**src/rtl/ex_co_arbiter.sv**
```systemverilog
`default_nettype none
// ============================================================================
// Module : ex_co_arbiter
// Brief  : One holding register per FU, round-robin drained onto one CDB slot.
// Rev    : 1.0  initial release
// ============================================================================
module ex_co_arbiter #(
    parameter int NUM_SRC  = 4,
    parameter int XLEN     = 32,
    parameter int PREG_W   = 6,
    parameter int ROB_W    = 5,
    parameter int FU_IDX_W = 2,
    parameter int FTYPE_W  = 3
) (
    input  logic                          clock,
    input  logic                          reset,
    input  logic                          squash,
    input  logic                          cdb_stall,
    input  logic [NUM_SRC-1:0]            src_valid,
    output logic [NUM_SRC-1:0]            src_ready,
    input  logic [NUM_SRC*PREG_W-1:0]     src_dest_idx,
    input  logic [NUM_SRC*XLEN-1:0]       src_result,
    input  logic [NUM_SRC*XLEN-1:0]       src_npc,
    input  logic [NUM_SRC-1:0]            src_take_branch,
    input  logic [NUM_SRC*ROB_W-1:0]      src_rob_index,
    input  logic [NUM_SRC*FTYPE_W-1:0]    src_ftype,
    input  logic [NUM_SRC*FU_IDX_W-1:0]   src_fu_index,
    output logic                          out_valid,
    output logic [PREG_W-1:0]             out_dest_idx,
    output logic [XLEN-1:0]               out_result,
    output logic [XLEN-1:0]               out_npc,
    output logic                          out_take_branch,
    output logic [ROB_W-1:0]              out_rob_index,
    output logic [FTYPE_W-1:0]            out_ftype,
    output logic [FU_IDX_W-1:0]           out_fu_index,
    output logic [$clog2(NUM_SRC)-1:0]    out_src,
    output logic [$clog2(NUM_SRC):0]      pending_cnt
);

    localparam int c_src_w = $clog2(NUM_SRC);
    localparam int c_cnt_w = c_src_w + 1;
    localparam logic [c_src_w-1:0] c_one = 1;

    // Per-source views of the flattened input buses
    logic [PREG_W-1:0]   w_src_dest   [NUM_SRC];
    logic [XLEN-1:0]     w_src_result [NUM_SRC];
    logic [XLEN-1:0]     w_src_npc    [NUM_SRC];
    logic [ROB_W-1:0]    w_src_rob    [NUM_SRC];
    logic [FTYPE_W-1:0]  w_src_ftype  [NUM_SRC];
    logic [FU_IDX_W-1:0] w_src_fu     [NUM_SRC];

    generate
        for (genvar gi = 0; gi < NUM_SRC; gi++) begin : g_unpack
            assign w_src_dest[gi]   = src_dest_idx[gi*PREG_W +: PREG_W];
            assign w_src_result[gi] = src_result[gi*XLEN +: XLEN];
            assign w_src_npc[gi]    = src_npc[gi*XLEN +: XLEN];
            assign w_src_rob[gi]    = src_rob_index[gi*ROB_W +: ROB_W];
            assign w_src_ftype[gi]  = src_ftype[gi*FTYPE_W +: FTYPE_W];
            assign w_src_fu[gi]     = src_fu_index[gi*FU_IDX_W +: FU_IDX_W];
        end
    endgenerate

    logic [NUM_SRC-1:0]  r_hold_valid;
    logic [PREG_W-1:0]   r_hold_dest   [NUM_SRC];
    logic [XLEN-1:0]     r_hold_result [NUM_SRC];
    logic [XLEN-1:0]     r_hold_npc    [NUM_SRC];
    logic [NUM_SRC-1:0]  r_hold_tb;
    logic [ROB_W-1:0]    r_hold_rob    [NUM_SRC];
    logic [FTYPE_W-1:0]  r_hold_ftype  [NUM_SRC];
    logic [FU_IDX_W-1:0] r_hold_fu     [NUM_SRC];

    logic [c_src_w-1:0]  r_rr_ptr;
    logic                r_out_valid;
    logic [PREG_W-1:0]   r_out_dest;
    logic [XLEN-1:0]     r_out_result;
    logic [XLEN-1:0]     r_out_npc;
    logic                r_out_tb;
    logic [ROB_W-1:0]    r_out_rob;
    logic [FTYPE_W-1:0]  r_out_ftype;
    logic [FU_IDX_W-1:0] r_out_fu;
    logic [c_src_w-1:0]  r_out_src;

    logic [NUM_SRC-1:0]  w_grant;
    logic                w_grant_any;
    logic [c_src_w-1:0]  w_grant_idx;
    logic [NUM_SRC-1:0]  w_accept;
    logic [c_cnt_w-1:0]  w_pending;

    // Round-robin search starting at r_rr_ptr; squash and stall suppress it
    always_comb begin
        logic [c_src_w-1:0] v_idx;
        v_idx       = '0;
        w_grant_any = 1'b0;
        w_grant_idx = '0;
        w_grant     = '0;
        if (!cdb_stall && !squash) begin
            for (int k = 0; k < NUM_SRC; k++) begin
                v_idx = r_rr_ptr + k[c_src_w-1:0];
                if (!w_grant_any && r_hold_valid[v_idx]) begin
                    w_grant_any = 1'b1;
                    w_grant_idx = v_idx;
                end
            end
        end
        if (w_grant_any) begin
            w_grant[w_grant_idx] = 1'b1;
        end
    end

    // An entry draining this cycle may be refilled on the same edge
    assign src_ready = {NUM_SRC{~squash & ~reset}} & (~r_hold_valid | w_grant);
    assign w_accept  = src_valid & src_ready;

    always_comb begin
        w_pending = '0;
        for (int i = 0; i < NUM_SRC; i++) begin
            w_pending = w_pending + {{c_src_w{1'b0}}, r_hold_valid[i]};
        end
    end

    always_ff @(posedge clock) begin
        if (reset) begin
            r_hold_valid <= '0;
            r_hold_tb    <= '0;
            for (int i = 0; i < NUM_SRC; i++) begin
                r_hold_dest[i]   <= '0;
                r_hold_result[i] <= '0;
                r_hold_npc[i]    <= '0;
                r_hold_rob[i]    <= '0;
                r_hold_ftype[i]  <= '0;
                r_hold_fu[i]     <= '0;
            end
        end else if (squash) begin
            r_hold_valid <= '0;
        end else begin
            for (int i = 0; i < NUM_SRC; i++) begin
                if (w_accept[i]) begin
                    r_hold_valid[i]  <= 1'b1;
                    r_hold_dest[i]   <= w_src_dest[i];
                    r_hold_result[i] <= w_src_result[i];
                    r_hold_npc[i]    <= w_src_npc[i];
                    r_hold_tb[i]     <= src_take_branch[i];
                    r_hold_rob[i]    <= w_src_rob[i];
                    r_hold_ftype[i]  <= w_src_ftype[i];
                    r_hold_fu[i]     <= w_src_fu[i];
                end else if (w_grant[i]) begin
                    r_hold_valid[i]  <= 1'b0;
                end
            end
        end
    end

    // Payload holds across idle cycles; only out_valid drops
    always_ff @(posedge clock) begin
        if (reset) begin
            r_rr_ptr     <= '0;
            r_out_valid  <= 1'b0;
            r_out_dest   <= '0;
            r_out_result <= '0;
            r_out_npc    <= '0;
            r_out_tb     <= 1'b0;
            r_out_rob    <= '0;
            r_out_ftype  <= '0;
            r_out_fu     <= '0;
            r_out_src    <= '0;
        end else begin
            r_out_valid <= w_grant_any;
            if (w_grant_any) begin
                r_out_dest   <= r_hold_dest[w_grant_idx];
                r_out_result <= r_hold_result[w_grant_idx];
                r_out_npc    <= r_hold_npc[w_grant_idx];
                r_out_tb     <= r_hold_tb[w_grant_idx];
                r_out_rob    <= r_hold_rob[w_grant_idx];
                r_out_ftype  <= r_hold_ftype[w_grant_idx];
                r_out_fu     <= r_hold_fu[w_grant_idx];
                r_out_src    <= w_grant_idx;
                r_rr_ptr     <= w_grant_idx + c_one;
            end
        end
    end

    assign out_valid       = r_out_valid;
    assign out_dest_idx    = r_out_dest;
    assign out_result      = r_out_result;
    assign out_npc         = r_out_npc;
    assign out_take_branch = r_out_tb;
    assign out_rob_index   = r_out_rob;
    assign out_ftype       = r_out_ftype;
    assign out_fu_index    = r_out_fu;
    assign out_src         = r_out_src;
    assign pending_cnt     = w_pending;

endmodule
`default_nettype wire

```
**config.mk**
```make
export PLATFORM = sky130hd
export DESIGN_NAME = ex_co_arbiter
export DESIGN_NICKNAME = d
export VERILOG_FILES = /design/src/rtl/ex_co_arbiter.sv
export SDC_FILE = /design/constraint.sdc
export NUM_CORES = 1
export LEC_CHECK = 0
export CORE_UTILIZATION = 54
export CTS_CLUSTER_SIZE = 40
export DETAILED_ROUTE_END_ITERATION = 8
export GPL_ROUTABILITY_DRIVEN = 0
export HOLD_SLACK_MARGIN = 0.08
export PLACE_DENSITY = 0.85
export SYNTH_ARGS = -nofsm -noshare
export SYNTH_HDL_FRONTEND = slang
export SYNTH_SLANG_ARGS = --single-unit
```
**constraint.sdc**
```tcl
create_clock -name clock -period 7.35 [get_ports clock]
set_input_delay 1.47 -clock clock [delete_from_list [all_inputs] [get_ports clock]]
set_output_delay 1.47 -clock clock [all_outputs]
set_load 0.02 [all_outputs]
```
==> results of run 1 <==
kinds of logic after synthesis:
| family | count (synthesis) |
|---|---|
| adders and majority gates | 3 |
| DFF | 414 |
| buffers and inverters | 128 |
| muxes | 17 |
| and+or+nand+nor | 563 |
| AOI/OAI and AO/OA | 298 |
state kept, by name, indices dropped and copies added, names as in the netlist, 2 cells and up:
register	cells
out_src	2
out_npc	32
out_ftype	3
out_dest_idx	6
r_hold_npc	128
r_hold_dest	24
r_hold_ftype	12
out_result	32
r_hold_valid	4
r_hold_tb	4
out_rob_index	5
r_hold_result	128
r_hold_rob	20
r_rr_ptr	2
r_hold_fu	8
out_fu_index	2
metrics by stage:
| step | total power, W | worst slack, ns | util |
|---|---|---|---|
| floorplan | 0.00314 | 3.17 | - |
| global placement | 0.00351 | 1.65 | 0.686 |
| detailed placement | 0.00353 | 1.62 | 0.686 |
| CTS | 0.00559 | 1.60 | 0.727 |
| global route | 0.00574 | 1.47 | 0.727 |
| finish | 0.00559 | 1.57 | 0.727 |
metal layers:
layer	wire length (µm)	up-vias	GRT usage
met4	2570	6	0.147
li1	-	5977	-
met1	19400	6558	0.382
met2	27100	876	0.541
met5	34	-	0
met3	5580	165	0.0729
cell usage in the layout (no fill, tap or decap), types with 20 or more instances in the layout:
| cell | count |
|---|---|
| or3_1 | 38 |
| a211oi_1 | 61 |
| o22ai_1 | 31 |
| clkdlybuf4s50_1 | 421 |
| nand2_1 | 43 |
| and2_1 | 331 |
| dfxtp_1 | 94 |
| nor3_1 | 40 |
| o21ai_0 | 25 |
| clkbuf_16 | 43 |
| nor2_1 | 69 |
| o31ai_1 | 38 |
| o21a_1 | 40 |
| o221ai_1 | 21 |
| a2111oi_2 | 20 |
| edfxtp_1 | 320 |
worst max-delay path: stages:
cell and delay (ns):
clkdlybuf4s50_1 0.51, nor2_1 0.57, o211ai_4 0.55, a21oi_1 0.51, clkdlybuf4s50_1 0.70
how the worst max path moves through the flow:
stage | startpoint | to | slack, ns
finish | squash | src_ready[1] | 1.57
global route | squash | src_ready[1] | 1.47
CTS | squash | src_ready[1] | 1.60
detailed placement | squash | r_hold_dest[1][3]$_SDFFCE_PN0P_ | 1.62
global placement | squash | src_ready[1] | 1.65
floorplan | cdb_stall | src_ready[1] | 3.17
area by class of cell:
type | count | area, µm²
Multi-Input combinational cell | 881 | 5940
Sequential cell | 414 | 11500
Tap cell | 442 | 553
Timing Repair Buffer | 439 | 4350
Antenna cell | 5 | 12.5
Fill cell | 2063 | 8900
Clock buffer | 71 | 1280
Clock inverter | 6 | 61.3
Inverter | 7 | 26.3
where the power goes:
part | internal [W] | total [W] | switching (W)
Combinational | 0.000340 | 0.000743 | 0.000403
Clock | 0.00122 | 0.00209 | 0.000872
Sequential | 0.00269 | 0.00275 | 0.0000675
Total | 0.00425 | 0.00559 | 0.00134
==> impl_metrics.py, run 1 <==
metrics = {
    "yosys": {
        "synth_top_family_by_area": "simple AND/OR/NAND/NOR gates",
        "synth_xor_xnor_area_share": 0,
        "synth_edf_count": 320,
        "synth_top_area_frac": 0.536,
        "yosysWarnings": 0,
        "syn_nets": 1758,
        "synth-adder-area-share": 0.00251,
        "synth-simple-area-share": 0.178,
        "netlist_area_mm2": 0.0179,
        "seq_area_frac_synth": 0.641,
        "yosysUniqueCellTypes": 59,
        "async_reset_ff_frac": 0,
        "ys_ff_latch": 414,
        "synth.area.top_cells": "edfxtp_1 (54%), and2_1 (12%), dfxtp_1 (10%), a211oi_1 (2.6%), a2111oi_2 (1.7%)",
        "synth_most_common_cell": "and2_1",
        "yosys.area.top_type": "edfxtp_1",
        "syn_inst": 1423,
        "synthMuxAreaShare": 0.0104,
        "synthFlopType": "edfxtp_1",
        "syn_area_per_cell_um2": 12.6,
        "ys_top_cells_by_count": "and2_1 (331), edfxtp_1 (320), dfxtp_1 (94)",
        "synth_compound_area_frac": 0.135,
    },
    "clock_tree": {
        "cts_buffer_depth": 3,
        "htree_levels": 2,
        "clk_pin_slew_ns": 0.06,
        "cts-resized-gates": 0,
        "cts_setup_buffers": 0,
        "cts_root_buf": "clkbuf_16",
        "cts_made_buffers": 42,
        "worstSkewPairLatency_ns": 0.54,
        "cts_tree": "built",
        "cts_hold_buf": 0,
        "cts_sinks": 414,
    },
    "worst_setup_path": {
        "reg2reg_depth": 7,
        "cp_max_fo": 34,
        "rr_endpoint": "r_hold_ftype[1][2]$_SDFFCE_PN0P_",
        "crit_type": "in -> out",
        "arrival_ns": 4.31,
        "end_kind": "output pin",
        "ff2ff_setup_slack_ns": 2.45,
        "cp.required_ns": 5.88,
        "r2r-start": "r_hold_valid[1]$_SDFFE_PP0P_",
        "cp-start-kind": "input pin",
    },
    "placed_design": {
        "dp_hpwl_um": 34900,
        "place_inst": 2183,
        "place_area_mm2": 0.0224,
        "port_buffers": 422,
    },
    "worst_hold_path": {
        "min_from": "out_result[4]$_SDFFE_PP0P_",
        "hold_class": "reg -> reg",
        "min_to": "out_result[4]$_SDFFE_PP0P_",
        "whs_path_depth": 2,
    },
    "routing": {
        "wl_um": 54700,
        "antenna_left": 0,
        "drc": 0,
        "firstDrtPassIters": 5,
        "num_vias": 13600,
        "drt_iter0_markers": 1191,
        "wl_per_cell_um": 24.1,
        "viasPerCell": 6.00,
    },
    "timing": {
        "max_slew.worst_pin.slew_ns": 1.32,
        "min_period_ns": 5.78,
        "slew_headroom": 0.121,
        "drv_slew": 0,
        "rsz0062_at_grt": "false",
        "setup_viol": 0,
        "skew_ns": 0.0196,
        "fin_crit_sh": 0.787,
        "fin_hold_ws_ns": 0.462,
        "hold_viol": 0,
        "fmax_ghz": 0.173,
        "fin_setup_tns_ns": 0,
    },
    "die": {
        "dieArea_mm2": 0.0339,
        "initial_core_util": 0.550,
        "io_pins": 423,
        "core-area_mm2": 0.0326,
        "fp.dieH_um": 184,
        "chipWidth_um": 184,
        "fp-row-count": 66,
    },
    "run": {
        "maxCapViolCount": 0,
    },
    "pwr": {
        "p_leak_nw": 8.39,
        "power_per_cell_area_mw_per_mm2": 236,
        "irDropWorstVdd_mv": 0.197,
    },
    "grt": {
        "grt_usage": 0.317,
        "gr-total-overflow": 0,
        "grt_pass1_vias": 13700,
        "grt_pass1_wl_um": 80100,
        "grt_start_max_net_pins": 83,
        "antenna_found_initial": 8,
    },
    "final_layout": {
        "drive_above_1_share": 0.0770,
        "finalNetCount": 2120,
        "syn_to_final_growth_pct": 32.3,
        "final-instance-count-excl-fill": 2265,
        "design_area_mm2": 0.0237,
    },
    "status": {
        "status": "finished, final reports clean",
    },
}
(Power assumes the default switching activity.)
==> run 2, diff against run 1 <==
--- a/config.mk
+++ b/config.mk
@@ -5,12 +5,12 @@
 export SDC_FILE = /design/constraint.sdc
 export NUM_CORES = 1
 export LEC_CHECK = 0
-export CORE_UTILIZATION = 54
+export CORE_UTILIZATION = 45
 export CTS_CLUSTER_SIZE = 40
 export DETAILED_ROUTE_END_ITERATION = 8
 export GPL_ROUTABILITY_DRIVEN = 0
 export HOLD_SLACK_MARGIN = 0.08
-export PLACE_DENSITY = 0.85
+export PLACE_DENSITY = 0.75
 export SYNTH_ARGS = -nofsm -noshare
 export SYNTH_HDL_FRONTEND = slang
 export SYNTH_SLANG_ARGS = --single-unit
==> constraint.sdc (replaced) <==
create_clock -name clock -period 4.95 [get_ports clock]
set_input_delay 0.99 -clock clock [delete_from_list [all_inputs] [get_ports clock]]
set_output_delay 0.99 -clock clock [all_outputs]
set_load 0.02 [all_outputs]
==> impl_metrics.py, run 2 (synthesis results as in run 1) <==
metrics = {
    "routing": {
        "viasPerCell": 5.67,
        "wl_per_cell_um": 23.7,
        "num_vias": 13300,
        "firstDrtPassIters": 5,
        "drt_iter0_markers": 922,
        "antenna_left": 0,
        "drc": 0,
        "wl_um": 55600,
    },
    "worst_setup_path": {
        "cp-start-kind": "flip-flop",
        "reg2reg_depth": 6,
        "arrival_ns": 3.45,
        "end_kind": "output pin",
        "crit_type": "reg -> out",
        "cp.required_ns": 3.96,
        "cp_max_fo": 13,
    },
    "final_layout": {
        "final_common_cell": "clkdlybuf4s50_1",
        "drive_above_1_share": 0.0824,
        "fin_util": 0.615,
        "reg_top3": "r_hold_npc x128, r_hold_result x128",
        "syn_to_final_growth_pct": 33.9,
        "finalNetCount": 2131,
        "design_area_mm2": 0.0240,
        "final_cell_mix": "clkdlybuf4s50_1 (420), and2_1 (331), edfxtp_1 (320)",
    },
    "worst_hold_path": {
        "whs_path_depth": 2,
        "hold_class": "reg -> reg",
    },
    "timing": {
        "slew_headroom": 0.207,
        "skew_ns": 0.0329,
        "drv_slew": 0,
        "fin_hold_ws_ns": 0.464,
        "fmax_ghz": 0.225,
        "fin_crit_sh": 0.896,
        "rsz0062_at_grt": "false",
        "setup_viol": 0,
        "max_slew.worst_pin.slew_ns": 1.19,
        "fin_setup_tns_ns": 0,
        "hold_viol": 0,
        "min_period_ns": 4.44,
    },
    "grt": {
        "grt_start_max_net_pins": 82,
        "grt_usage": 0.271,
        "grt_pass1_vias": 13700,
        "grt_pass1_wl_um": 82700,
        "gr-total-overflow": 0,
        "antenna_found_initial": 5,
    },
    "pwr": {
        "seqPwrFrac": 0.482,
        "p_clk_frac": 0.385,
        "p_leak_nw": 8.50,
        "irDropWorstVdd_mv": 0.320,
        "p_comb_frac": 0.133,
        "total_power_w": 0.00845,
        "p_switching_w": 0.00205,
        "power_per_cell_area_mw_per_mm2": 352,
        "power.share.switching": 0.243,
        "p_int_w": 0.00640,
    },
    "status": {
        "status": "finished, final reports clean",
    },
    "clock_tree": {
        "htree_levels": 2,
        "cts_buffer_depth": 3,
        "clk_pin_slew_ns": 0.07,
        "cts_sinks": 414,
        "cts_root_buf": "clkbuf_16",
        "cts_hold_buf": 0,
        "cts_setup_buffers": 0,
        "cts_tree": "built",
        "cts-resized-gates": 0,
        "worstSkewPairLatency_ns": 0.58,
        "cts_made_buffers": 44,
    },
    "die": {
        "core-area_mm2": 0.0390,
        "initial_core_util": 0.460,
        "dieArea_mm2": 0.0406,
        "fp-row-count": 72,
        "chipWidth_um": 202,
        "io_pins": 423,
        "fp.dieH_um": 202,
    },
    "run": {
        "maxCapViolCount": 0,
    },
    "placed_design": {
        "place_area_mm2": 0.0226,
        "port_buffers": 422,
        "dp_hpwl_um": 35400,
    },
}
-- run 2: cell types whose count changed in the layout (fill, tap and decap cells not counted), moves of 2 or more --
cell	previous run	this run
clkinv_2	3	6
clkinv_1	0	3
clkbuf_8	10	5
nor2_2	3	0
buf_12	0	5
buf_4	18	23
diode_2	5	2
clkbuf_1	18	16
nor2_1	69	72
clkbuf_16	43	46
-- run 2: area by class of cell --
class	count	area, µm²
tap	518	648
clock buffer	67	1280
antenna	2	5.00
inverter	7	26.3
multi-input combinational	881	5940
timing repair buffer	448	4480
fill	2998	15000
sequential	414	11500
clock inverter	15	143
-- run 2: final timing paths --
path	start	endpoint	slack, ns
setup / recovery	r_hold_valid[0]$_SDFFE_PP0P_	src_ready[2]	0.51
hold / removal	out_src[1]$_SDFFE_PP0P_	out_src[1]$_SDFFE_PP0P_	0.46
setup reg to reg	r_hold_valid[1]$_SDFFE_PP0P_	r_hold_npc[1][11]$_SDFFCE_PN0P_	1.34
hold reg to reg	out_src[1]$_SDFFE_PP0P_	out_src[1]$_SDFFE_PP0P_	0.46
-- run 2: metal layers --
metal | GRT usage | wire [µm] | share of wire
met2 | 0.462 | 27100 | 0.49
met3 | 0.0513 | 5360 | 0.096
met1 | 0.344 | 21500 | 0.39
met5 | 0 | 30 | 0.00054
met4 | 0.0952 | 1590 | 0.029
-- run 2: power groups by stage --
stage	logic, W	registers, W	clock network [W]
after floorplan	0.000496	0.00417	0
after global placement	0.00111	0.00414	0
after detailed placement	0.00112	0.00415	0
after CTS	0.00113	0.00408	0.00329
after global routing	0.00119	0.00409	0.00342
final	0.00112	0.00408	0.00325
-- run 2: worst max-delay path: stages, from the launching register on --
cell and delay [ns]:
dfxtp_1 0.71, mux2i_1 0.32, o21ai_2 0.39, o2111ai_2 0.26
and2_1 0.26, nor2_1 0.25, clkdlybuf4s50_1 0.67
-- run 2: per-stage QoR --
stage | setup slack (ns) | std cells
after detailed placement | 0.531 | 2268
final | 0.513 | 2352
after global placement | 0.544 | 2268
after CTS | 0.510 | 2350
after global routing | 0.297 | 2350
after floorplan | 1.40 | 1423
